`src/rtl/mips_ctrl_pkg.sv`:
```
// Purpose: shared opcode, ALUOp and memory-size encodings plus the packed per-stage control bundles.
// Latency: n/a (types and constants only).
// Backpressure: n/a.
package mips_ctrl_pkg;

    // Opcodes (6-bit ISA field)
    localparam logic [5:0] OP_RTYPE = 6'b000000;
    localparam logic [5:0] OP_ADDI  = 6'b001000;
    localparam logic [5:0] OP_SLTI  = 6'b001010;
    localparam logic [5:0] OP_ANDI  = 6'b001100;
    localparam logic [5:0] OP_ORI   = 6'b001101;
    localparam logic [5:0] OP_XORI  = 6'b001110;
    localparam logic [5:0] OP_MUL   = 6'b011100;
    localparam logic [5:0] OP_LB    = 6'b100000;
    localparam logic [5:0] OP_LH    = 6'b100001;
    localparam logic [5:0] OP_LW    = 6'b100011;
    localparam logic [5:0] OP_SB    = 6'b101000;
    localparam logic [5:0] OP_SH    = 6'b101001;
    localparam logic [5:0] OP_SW    = 6'b101011;

    // ALUOp codes (native 4-bit, zero-extended at the port)
    localparam logic [3:0] ALU_ADDR  = 4'b0000;  // load/store address add
    localparam logic [3:0] ALU_ADDI  = 4'b0001;
    localparam logic [3:0] ALU_RTYPE = 4'b0010;  // funct field selects the op
    localparam logic [3:0] ALU_AND   = 4'b1010;
    localparam logic [3:0] ALU_OR    = 4'b1011;
    localparam logic [3:0] ALU_XOR   = 4'b1100;
    localparam logic [3:0] ALU_SLT   = 4'b1101;
    localparam logic [3:0] ALU_MUL   = 4'b1111;

    typedef enum logic [1:0] {
        SZ_BYTE = 2'b00,
        SZ_HALF = 2'b01,
        SZ_WORD = 2'b10
    } mem_size_e;

    typedef struct packed {
        logic       reg_dst;
        logic [3:0] alu_op;
        logic       alu_src;
        logic       illegal;
    } ex_ctrl_t;

    typedef struct packed {
        logic      mem_read;
        logic      mem_write;
        mem_size_e size;
    } mem_ctrl_t;

    typedef struct packed {
        logic mem_to_reg;
        logic reg_write;
    } wb_ctrl_t;

    typedef struct packed {
        ex_ctrl_t  ex;
        mem_ctrl_t mem;
        wb_ctrl_t  wb;
    } ctrl_t;

    // Bubble: every control bit clear, including illegal.
    localparam ctrl_t BUBBLE = '0;

endpackage

```
`src/rtl/control_decode.sv`:
```
// Purpose: combinational opcode -> control bundle, illegal flag and "reads rt" flag.
// Latency: 0 cycles (pure combinational).
// Backpressure: none; consumer decides whether to use the result.
// Ports: opcode_i (ID opcode) -> ctrl_o (full control bundle), uses_rt_o (rt is a source operand).
module control_decode
    import mips_ctrl_pkg::*;
#(
    parameter int OPCODE_W = 6,
    parameter bit EN_MUL   = 1'b1
) (
    input  logic [OPCODE_W-1:0] opcode_i,
    output ctrl_t               ctrl_o,
    output logic                uses_rt_o
);

    always_comb begin
        ctrl_o    = BUBBLE;
        uses_rt_o = 1'b0;
        case (opcode_i)
            OPCODE_W'(OP_RTYPE): begin
                ctrl_o.ex.reg_dst   = 1'b1;
                ctrl_o.ex.alu_op    = ALU_RTYPE;
                ctrl_o.wb.reg_write = 1'b1;
                uses_rt_o           = 1'b1;
            end
            OPCODE_W'(OP_ADDI), OPCODE_W'(OP_ANDI), OPCODE_W'(OP_ORI),
            OPCODE_W'(OP_XORI), OPCODE_W'(OP_SLTI): begin
                ctrl_o.ex.alu_src   = 1'b1;
                ctrl_o.wb.reg_write = 1'b1;
                case (opcode_i)
                    OPCODE_W'(OP_ADDI): ctrl_o.ex.alu_op = ALU_ADDI;
                    OPCODE_W'(OP_ANDI): ctrl_o.ex.alu_op = ALU_AND;
                    OPCODE_W'(OP_ORI):  ctrl_o.ex.alu_op = ALU_OR;
                    OPCODE_W'(OP_XORI): ctrl_o.ex.alu_op = ALU_XOR;
                    default:            ctrl_o.ex.alu_op = ALU_SLT;
                endcase
            end
            OPCODE_W'(OP_LW), OPCODE_W'(OP_LH), OPCODE_W'(OP_LB): begin
                ctrl_o.ex.alu_src    = 1'b1;
                ctrl_o.ex.alu_op     = ALU_ADDR;
                ctrl_o.mem.mem_read  = 1'b1;
                ctrl_o.wb.mem_to_reg = 1'b1;
                ctrl_o.wb.reg_write  = 1'b1;
                ctrl_o.mem.size      = (opcode_i == OPCODE_W'(OP_LW)) ? SZ_WORD :
                                       (opcode_i == OPCODE_W'(OP_LH)) ? SZ_HALF : SZ_BYTE;
            end
            OPCODE_W'(OP_SW), OPCODE_W'(OP_SH), OPCODE_W'(OP_SB): begin
                ctrl_o.ex.alu_src    = 1'b1;
                ctrl_o.ex.alu_op     = ALU_ADDR;
                ctrl_o.mem.mem_write = 1'b1;
                uses_rt_o            = 1'b1;  // rt supplies the store data
                ctrl_o.mem.size      = (opcode_i == OPCODE_W'(OP_SW)) ? SZ_WORD :
                                       (opcode_i == OPCODE_W'(OP_SH)) ? SZ_HALF : SZ_BYTE;
            end
            OPCODE_W'(OP_MUL): begin
                if (EN_MUL) begin
                    ctrl_o.ex.reg_dst   = 1'b1;
                    ctrl_o.ex.alu_op    = ALU_MUL;
                    ctrl_o.wb.reg_write = 1'b1;
                    uses_rt_o           = 1'b1;
                end else begin
                    ctrl_o.ex.illegal = 1'b1;
                end
            end
            default: ctrl_o.ex.illegal = 1'b1;
        endcase
    end

endmodule

```
`src/rtl/pipelined_control_unit.sv`:
```
// Purpose: decode ID opcode and carry controls through ID/EX, EX/MEM, MEM/WB with load-use stall and flush.
// Latency: Ex* 1 cycle, Mem* 2 cycles, Wb* 3 cycles after the opcode is in ID.
// Backpressure: Stall (combinational) holds PC and IF/ID for one cycle per load-use hazard; EX onward never stalls.
// Ports: Clk/Rst (sync active-low); ID inputs IDValid, InstCode, IDRs, IDRt, Flush;
//        outputs Stall plus registered Ex*, Mem*, Wb* control fields for the datapath.
module pipelined_control_unit
    import mips_ctrl_pkg::*;
#(
    parameter int OPCODE_W = 6,
    parameter int ALUOP_W  = 4,
    parameter int REG_W    = 5,
    parameter bit EN_MUL   = 1'b1
) (
    input  logic                Clk,
    input  logic                Rst,
    input  logic                IDValid,
    input  logic [OPCODE_W-1:0] InstCode,
    input  logic [REG_W-1:0]    IDRs,
    input  logic [REG_W-1:0]    IDRt,
    input  logic                Flush,
    output logic                Stall,
    output logic                ExRegDst,
    output logic [ALUOP_W-1:0]  ExALUOp,
    output logic                ExALUSrc,
    output logic                ExIllegal,
    output logic                MemMemRead,
    output logic                MemMemWrite,
    output logic [1:0]          MemSize,
    output logic                WbMemToReg,
    output logic                WbRegWrite
);

    ctrl_t             dec_ctrl;
    logic              dec_uses_rt;

    ctrl_t             id_ex_q,  id_ex_d;
    logic [REG_W-1:0]  ex_rt_q,  ex_rt_d;
    logic              ex_vld_q, ex_vld_d;
    mem_ctrl_t         ex_mem_mem_q;
    wb_ctrl_t          ex_mem_wb_q;
    wb_ctrl_t          mem_wb_q;

    logic              load_use;

    control_decode #(
        .OPCODE_W (OPCODE_W),
        .EN_MUL   (EN_MUL)
    ) u_decode (
        .opcode_i  (InstCode),
        .ctrl_o    (dec_ctrl),
        .uses_rt_o (dec_uses_rt)
    );

    // A load to $zero never produces a value worth waiting for.
    assign load_use = ex_vld_q & id_ex_q.mem.mem_read & (ex_rt_q != '0) &
                      ((ex_rt_q == IDRs) | (dec_uses_rt & (ex_rt_q == IDRt)));

    // Flush suppresses the stall: the redirected instruction is dropped anyway.
    assign Stall = IDValid & ~Flush & load_use;

    always_comb begin
        id_ex_d  = BUBBLE;
        ex_rt_d  = '0;
        ex_vld_d = 1'b0;
        if (IDValid && !Flush && !Stall) begin
            id_ex_d  = dec_ctrl;
            ex_rt_d  = IDRt;
            ex_vld_d = 1'b1;
        end
    end

    always_ff @(posedge Clk) begin
        if (!Rst) begin
            id_ex_q      <= BUBBLE;
            ex_rt_q      <= '0;
            ex_vld_q     <= 1'b0;
            ex_mem_mem_q <= BUBBLE.mem;
            ex_mem_wb_q  <= BUBBLE.wb;
            mem_wb_q     <= BUBBLE.wb;
        end else begin
            id_ex_q      <= id_ex_d;
            ex_rt_q      <= ex_rt_d;
            ex_vld_q     <= ex_vld_d;
            ex_mem_mem_q <= id_ex_q.mem;
            ex_mem_wb_q  <= id_ex_q.wb;
            mem_wb_q     <= ex_mem_wb_q;
        end
    end

    assign ExRegDst    = id_ex_q.ex.reg_dst;
    assign ExALUOp     = ALUOP_W'(id_ex_q.ex.alu_op);  // upper bits zero when ALUOP_W > 4
    assign ExALUSrc    = id_ex_q.ex.alu_src;
    assign ExIllegal   = id_ex_q.ex.illegal;
    assign MemMemRead  = ex_mem_mem_q.mem_read;
    assign MemMemWrite = ex_mem_mem_q.mem_write;
    assign MemSize     = ex_mem_mem_q.size;
    assign WbMemToReg  = mem_wb_q.mem_to_reg;
    assign WbRegWrite  = mem_wb_q.reg_write;

endmodule

```
`config.mk`:
```
export PLATFORM = sky130hd
export DESIGN_NAME = pipelined_control_unit
export DESIGN_NICKNAME = d
export VERILOG_FILES = /design/src/rtl/mips_ctrl_pkg.sv /design/src/rtl/control_decode.sv /design/src/rtl/pipelined_control_unit.sv
export SDC_FILE = /design/constraint.sdc
export NUM_CORES = 1
export LEC_CHECK = 0
export BUFFER_PORTS_ARGS = -buffer_cell sky130_fd_sc_hd__buf_2
export CORE_MARGIN = 2
export CORE_UTILIZATION = 49
export CTS_BUF_LIST = sky130_fd_sc_hd__clkbuf_16
export CTS_CLUSTER_DIAMETER = 100
export DETAILED_ROUTE_END_ITERATION = 10
export GPL_ROUTABILITY_DRIVEN = 0
export GPL_TIMING_DRIVEN = 0
export MAX_ROUTING_LAYER = met4
export PLACE_DENSITY = 0.77
export SYNTH_ARGS = -nofsm -noshare
export SYNTH_HDL_FRONTEND = slang
export SYNTH_SLANG_ARGS = --single-unit
```
`constraint.sdc`:
```
create_clock -name Clk -period 2.1 [get_ports Clk]
set_input_delay 0.21 -clock Clk [delete_from_list [all_inputs] [get_ports Clk]]
set_output_delay 0.21 -clock Clk [all_outputs]
set_load 0.05 [all_outputs]
```
[Yosys cells after proc, flatten, opt, wreduce, memory -nomap -nowiden]
Index checks and enable logic that the tools add are counted.
Storage, ports and cells
  bits in registers: 25
  output and inout port bits: 14
  input port bits: 20
Cells by class
  equal/unequal tests: 14
  reduce and logical (&&, ||, !) cells: 15
  bitwise operators: 8
  multiplexer cells: 15
Operator list (count)
  equality test 6 bit, second input constant: 6
  equality test 6 x 4 -> 1 bit, second input constant: 5
  case mux 4 bit (4 select lines): 1
  OR reduction 13 bit: 1
  case mux 4 bit (3 select lines): 1
  OR reduction 11 bit: 1
  equality test 5 bit: 2
  two-way mux 1 bit: 10
  OR reduction 10 bit: 1
  OR reduction 5 bit: 2
  bitwise AND 1 bit: 6
  equality test 6 x 5 -> 1 bit, second input constant: 1
  zero test 6 bit: 1
  OR reduction 3 bit: 2
  nonzero test 5 bit: 1
  two-way mux 2 bit: 2
  case mux 2 bit (2 select lines): 1
  logical AND 1 bit: 2
  zero test 1 bit: 2
  AND reduction 2 bit: 1
  OR reduction 2 bit: 1
  inverter 1 bit: 1
  bitwise OR 1 bit: 1

[Depth between registers and ports, before layout]
  word-level depth: 10
  mapped depth: 8

[Modules after synthesis]
Synthesis repeated with hierarchy kept, for this count alone.
Unflattened totals
  cells, all modules: 160
  area, all modules: 1353.8 um2
Modules (own cells, without submodules)
  pipelined_control_unit: cells an instance 105, area an instance 1001.0 um2, seq. area each 540.5 um2, instances 1
  control_decode: cells an instance 55, area an instance 352.8 um2, seq. area each 0.0 um2, instances 1

[Least setup slack after synthesis]
Ideal clock, no wire load.
  path kind: input to output
  start: input InstCode[5]
  end: output Stall
  buffers on the path: 1
  arrival time: 1.402 ns
  cell stages on the path: 5
  slack: 0.488 ns
  cells stage by stage: buf_6 -> nor3_4 -> nand4_1 -> a311oi_1 -> o211a_1
On the way
  word-level cells in the longest chain between the ends: 7
  elaborated cells between the ends (all ways): 11
  those cells by class: eq/ne (4); mux (1); bitwise (4); reduce/logical (2)
Ends and longest elaborated chain
  from (decl): RTL line pipelined_control_unit.sv:17  | input logic [OPCODE_W-1:0] InstCode,
  equality test 6 bit (tied with other cells): RTL line control_decode.sv:19  | case (opcode_i)
  OR reduction 5 bit (no line) (*)
  two-way mux 1 bit (*)
  bitwise AND 1 bit (*): RTL line pipelined_control_unit.sv:56  | ((ex_rt_q == IDRs) | (dec_uses_rt & (ex_rt_q == IDRt)));
  bitwise OR 1 bit (*): RTL line pipelined_control_unit.sv:56
  bitwise AND 1 bit (*): RTL line pipelined_control_unit.sv:55  | assign load_use = ex_vld_q & id_ex_q.mem.mem_read & (ex_rt_q != '0) &
  bitwise AND 1 bit (*): RTL line pipelined_control_unit.sv:59  | assign Stall = IDValid & ~Flush & load_use;
  to (decl): RTL line pipelined_control_unit.sv:21  | output logic Stall,
Mark *: on every way between the ends. The rest lies on a longest branch, timed or not.

[Worst setup path in the final report]
  start: register ex_rt_q[3]
  end: output Stall
On the way
  word-level cells in the longest chain between the ends: 5
  elaborated cells between the ends (all ways): 8
  those cells by class: eq/ne (2); bitwise (5); reduce/logical (1)
Ends and longest elaborated chain
  from (decl): RTL line pipelined_control_unit.sv:37  | logic [REG_W-1:0] ex_rt_q, ex_rt_d;
  from (signal assigned): RTL line pipelined_control_unit.sv:82  | ex_rt_q <= ex_rt_d;
  equality test 5 bit: RTL line pipelined_control_unit.sv:56
  bitwise AND 1 bit: RTL line pipelined_control_unit.sv:56
  bitwise OR 1 bit: RTL line pipelined_control_unit.sv:56
  bitwise AND 1 bit (*): RTL line pipelined_control_unit.sv:55
  bitwise AND 1 bit (*): RTL line pipelined_control_unit.sv:59
Marked as above.

==> impl_metrics.env <==
export IMPL_status="finished clean"
export IMPL_core_mm2=0.00219
export IMPL_crit_cells=5
export IMPL_r2r_slack_ps=370
export IMPL_critPathSlowestCell="a311oi_1"
export IMPL_p_leak_nw=0.656
export IMPL_die_area_mm2=0.00270
export IMPL_cts_setup_buffers=0
export IMPL_cts_htree_levels=1
export IMPL_ys_ff_latch=25
export IMPL_total_power_w=0.00103
export IMPL_final_nets=183
export IMPL_grt_ovfl_total=0
export IMPL_slew_limit_headroom_pct=71.6
export IMPL_period_minus_slack_ps=1980
export IMPL_clkLatencyLatePin_ps=260
export IMPL_critical_path_cell_chain="xnor2_1 > nand4_1 > a311oi_1 > o211a_1 > buf_2"
export IMPL_rows=17
export IMPL_setup_tns_ps=0
export IMPL_syn_cell_area_mm2=0.00113
export IMPL_io_buffers=32
export IMPL_endpoint_kind="primary output"
export IMPL_path_buf_inv=1
export IMPL_holdBufCountCts=0
export IMPL_syn_nets=146
export IMPL_final_common_cell="buf_2"
export IMPL_syn_inst=126
export IMPL_grt_max_degree=17
export IMPL_hold_class="in2reg"
export IMPL_clockBufferDepth=2
export IMPL_die_h_um=52.0
export IMPL_syn_avg_cell_area_um2=8.96
export IMPL_ys_types=33
export IMPL_drive_gt1_share_pct=30.2
export IMPL_initial_core_util_pct=51.5
export IMPL_fmax_ghz=0.505
export IMPL_grt_usage_pct=18.7
export IMPL_dr_first_iter_drc_count=15
export IMPL_cp_data_required_time_ps=1890
export IMPL_pwr_density_cell_mw_per_mm2=733
export IMPL_startpoint="ex_rt_q[3]$_SDFF_PN0_"
export IMPL_antennaDiodeCount=0
export IMPL_worst_r2r_path_depth=7
export IMPL_grt_pass1_vias=890
export IMPL_vias_per_cell=5.14
export IMPL_finalCritPeriodShare_pct=94.3
export IMPL_finalWirelength_mm=2.15
export IMPL_cp_top_family="compound AO/OA/AOI/OAI gates"
export IMPL_antenna_found_initial=0
export IMPL_maxCapViolCount=0
export IMPL_cp_max_fo=3
export IMPL_ys_warn_count=0
export IMPL_cts_root_buf="clkbuf_16"
export IMPL_clock_sinks=25
export IMPL_final_antenna_net_count=0
export IMPL_maxSlewViolCount=0
export IMPL_arrival_ps=1770
export IMPL_crit_type="reg2out"
export IMPL_fillCellCount=185
export IMPL_cts_clk_slew_worst_paths_ps=70
export IMPL_layout_common_cells="34 x buf_2, 25 x dfxtp_1, 13 x nor2_1"
export IMPL_syn_to_final_growth_pct=24.7
export IMPL_cts_tree="built"
export IMPL_finalHoldViolations=0
export IMPL_dr_pass1_iters=4
export IMPL_fin_skew_ps=3.19
export IMPL_final_setup_viol_count=0
export IMPL_r2r_end="ExIllegal$_SDFF_PN0_"
export IMPL_wl_per_cell_um=11.3
export IMPL_worst_pin_slew_ps=423
export IMPL_die_x_um=52.0
export IMPL_num_io_pins=34
export IMPL_drc=0
export IMPL_yosysSeqAreaShare_pct=44.3
export IMPL_r2r_start="ex_rt_q[0]$_SDFF_PN0_"
export IMPL_peakVddDrop_mv=0.450
export IMPL_post_cts_resized=0
export IMPL_crit_path_end="Stall"
export IMPL_numCtsBuffers=3
export IMPL_dpl_hpwl_mm=1.59
export IMPL_crit_path_max_incr_delay_ps=420
export IMPL_via_count=977
export IMPL_start_kind="flip-flop"
export IMPL_grt_pass1_wl_mm=3.67
export IMPL_rsz0062_at_grt="no"
-- sequential cells by signal, indices dropped and copies added, names as in the netlist --
| register | count |
|---|---|
| ex_rt_q | 5 |
| id_ex_q | 5 |
| ExALUOp | 4 |
| MemSize | 2 |
| ex_mem_wb_q | 2 |
| ExALUSrc | 1 |
| ExIllegal | 1 |
| ExRegDst | 1 |
| MemMemWrite | 1 |
| WbMemToReg | 1 |
| WbRegWrite | 1 |
| ex_vld_q | 1 |
-- cells in the mapped netlist (all sizes together) --
library cell	instances	area share [%]
a211o	1	0.89
a211oi	2	1.3
a21oi	3	1.3
a311oi	1	0.78
a31oi	1	0.55
and2	7	3.9
and3	1	0.55
buf	10	8.0
clkbuf	2	0.67
dfxtp	25	44
inv	7	2.3
mux2i	1	0.89
nand2	7	2.3
nand2b	2	1.1
nand3	1	0.44
nand3b	2	1.3
nand4	4	2.2
nor2	13	4.3
nor2b	3	1.7
nor3	8	4.5
nor3b	1	0.67
nor4	4	2.2
o211a	1	0.89
o21ai	6	2.7
o21ba	1	0.89
o21bai	1	0.67
o22a	1	0.78
xnor2	8	6.2
xor2	2	1.6
-- power breakdown --
group / switching, W / internal (W) / leakage, nW
Sequential: 0.00000371 / 0.000480 / 0.202
Combinational: 0.0000640 / 0.0000501 / 0.413
Clock: 0.000171 / 0.000263 / 0.0415
Total: 0.000238 / 0.000793 / 0.656
-- per-stage QoR --
step	instance area (um^2)	instances	hold slack (ps)	utilization (%)	setup WS, ps
after CTS	1410	190	163	64.2	131
after global routing	1410	190	170	64.2	34.5
after global placement	1320	186	414	60.4	263
final	1410	190	168	64.2	119
after floorplan	1130	126	322	-	488
after detailed placement	1320	186	423	60.4	230
-- routing by layer --
metal,vias to the layer above,global-route usage [%],routed length [um]
li1,491,-,-
met1,455,22.1,954
met2,29,30.6,1060
met3,2,2.59,112
met4,0,10.5,27
met5,-,-,0
-- cells by family after synthesis --
group,after synthesis,share of synthesized area [%]
simple gates,53,25.3
flops,25,44.3
buf+inv,19,11.0
compound gates,18,10.8
xor+xnor,10,7.76
mux,1,0.887
-- worst min-delay path by stage --
stage	start	endpoint	slack, ps	cells past startpoint
global route	InstCode[5]	ExALUOp[1]$_SDFF_PN0_	170	2
detailed placement	id_ex_q[3]$_SDFF_PN0_	MemSize[1]$_SDFF_PN0_	420	1
finish	InstCode[5]	ExALUOp[1]$_SDFF_PN0_	170	2
global placement	ex_mem_wb_q[0]$_SDFF_PN0_	WbRegWrite$_SDFF_PN0_	410	1
floorplan	IDRt[0]	ex_rt_q[0]$_SDFF_PN0_	320	2
CTS	InstCode[5]	ExALUOp[1]$_SDFF_PN0_	160	2
-- final cells by class --
class | count | area [um^2] | share of cell area (%)
multi-input combinational | 82 | 504 | 35.8
inverter | 7 | 26.3 | 1.87
timing repair buffer | 32 | 160 | 11.4
sequential | 25 | 500 | 35.6
clock inverter | 1 | 8.76 | 0.622
clock buffer | 3 | 75.1 | 5.33
tap | 28 | 35.0 | 2.49
buffer | 12 | 97.6 | 6.93
Power figures use the tool's default switching activity.
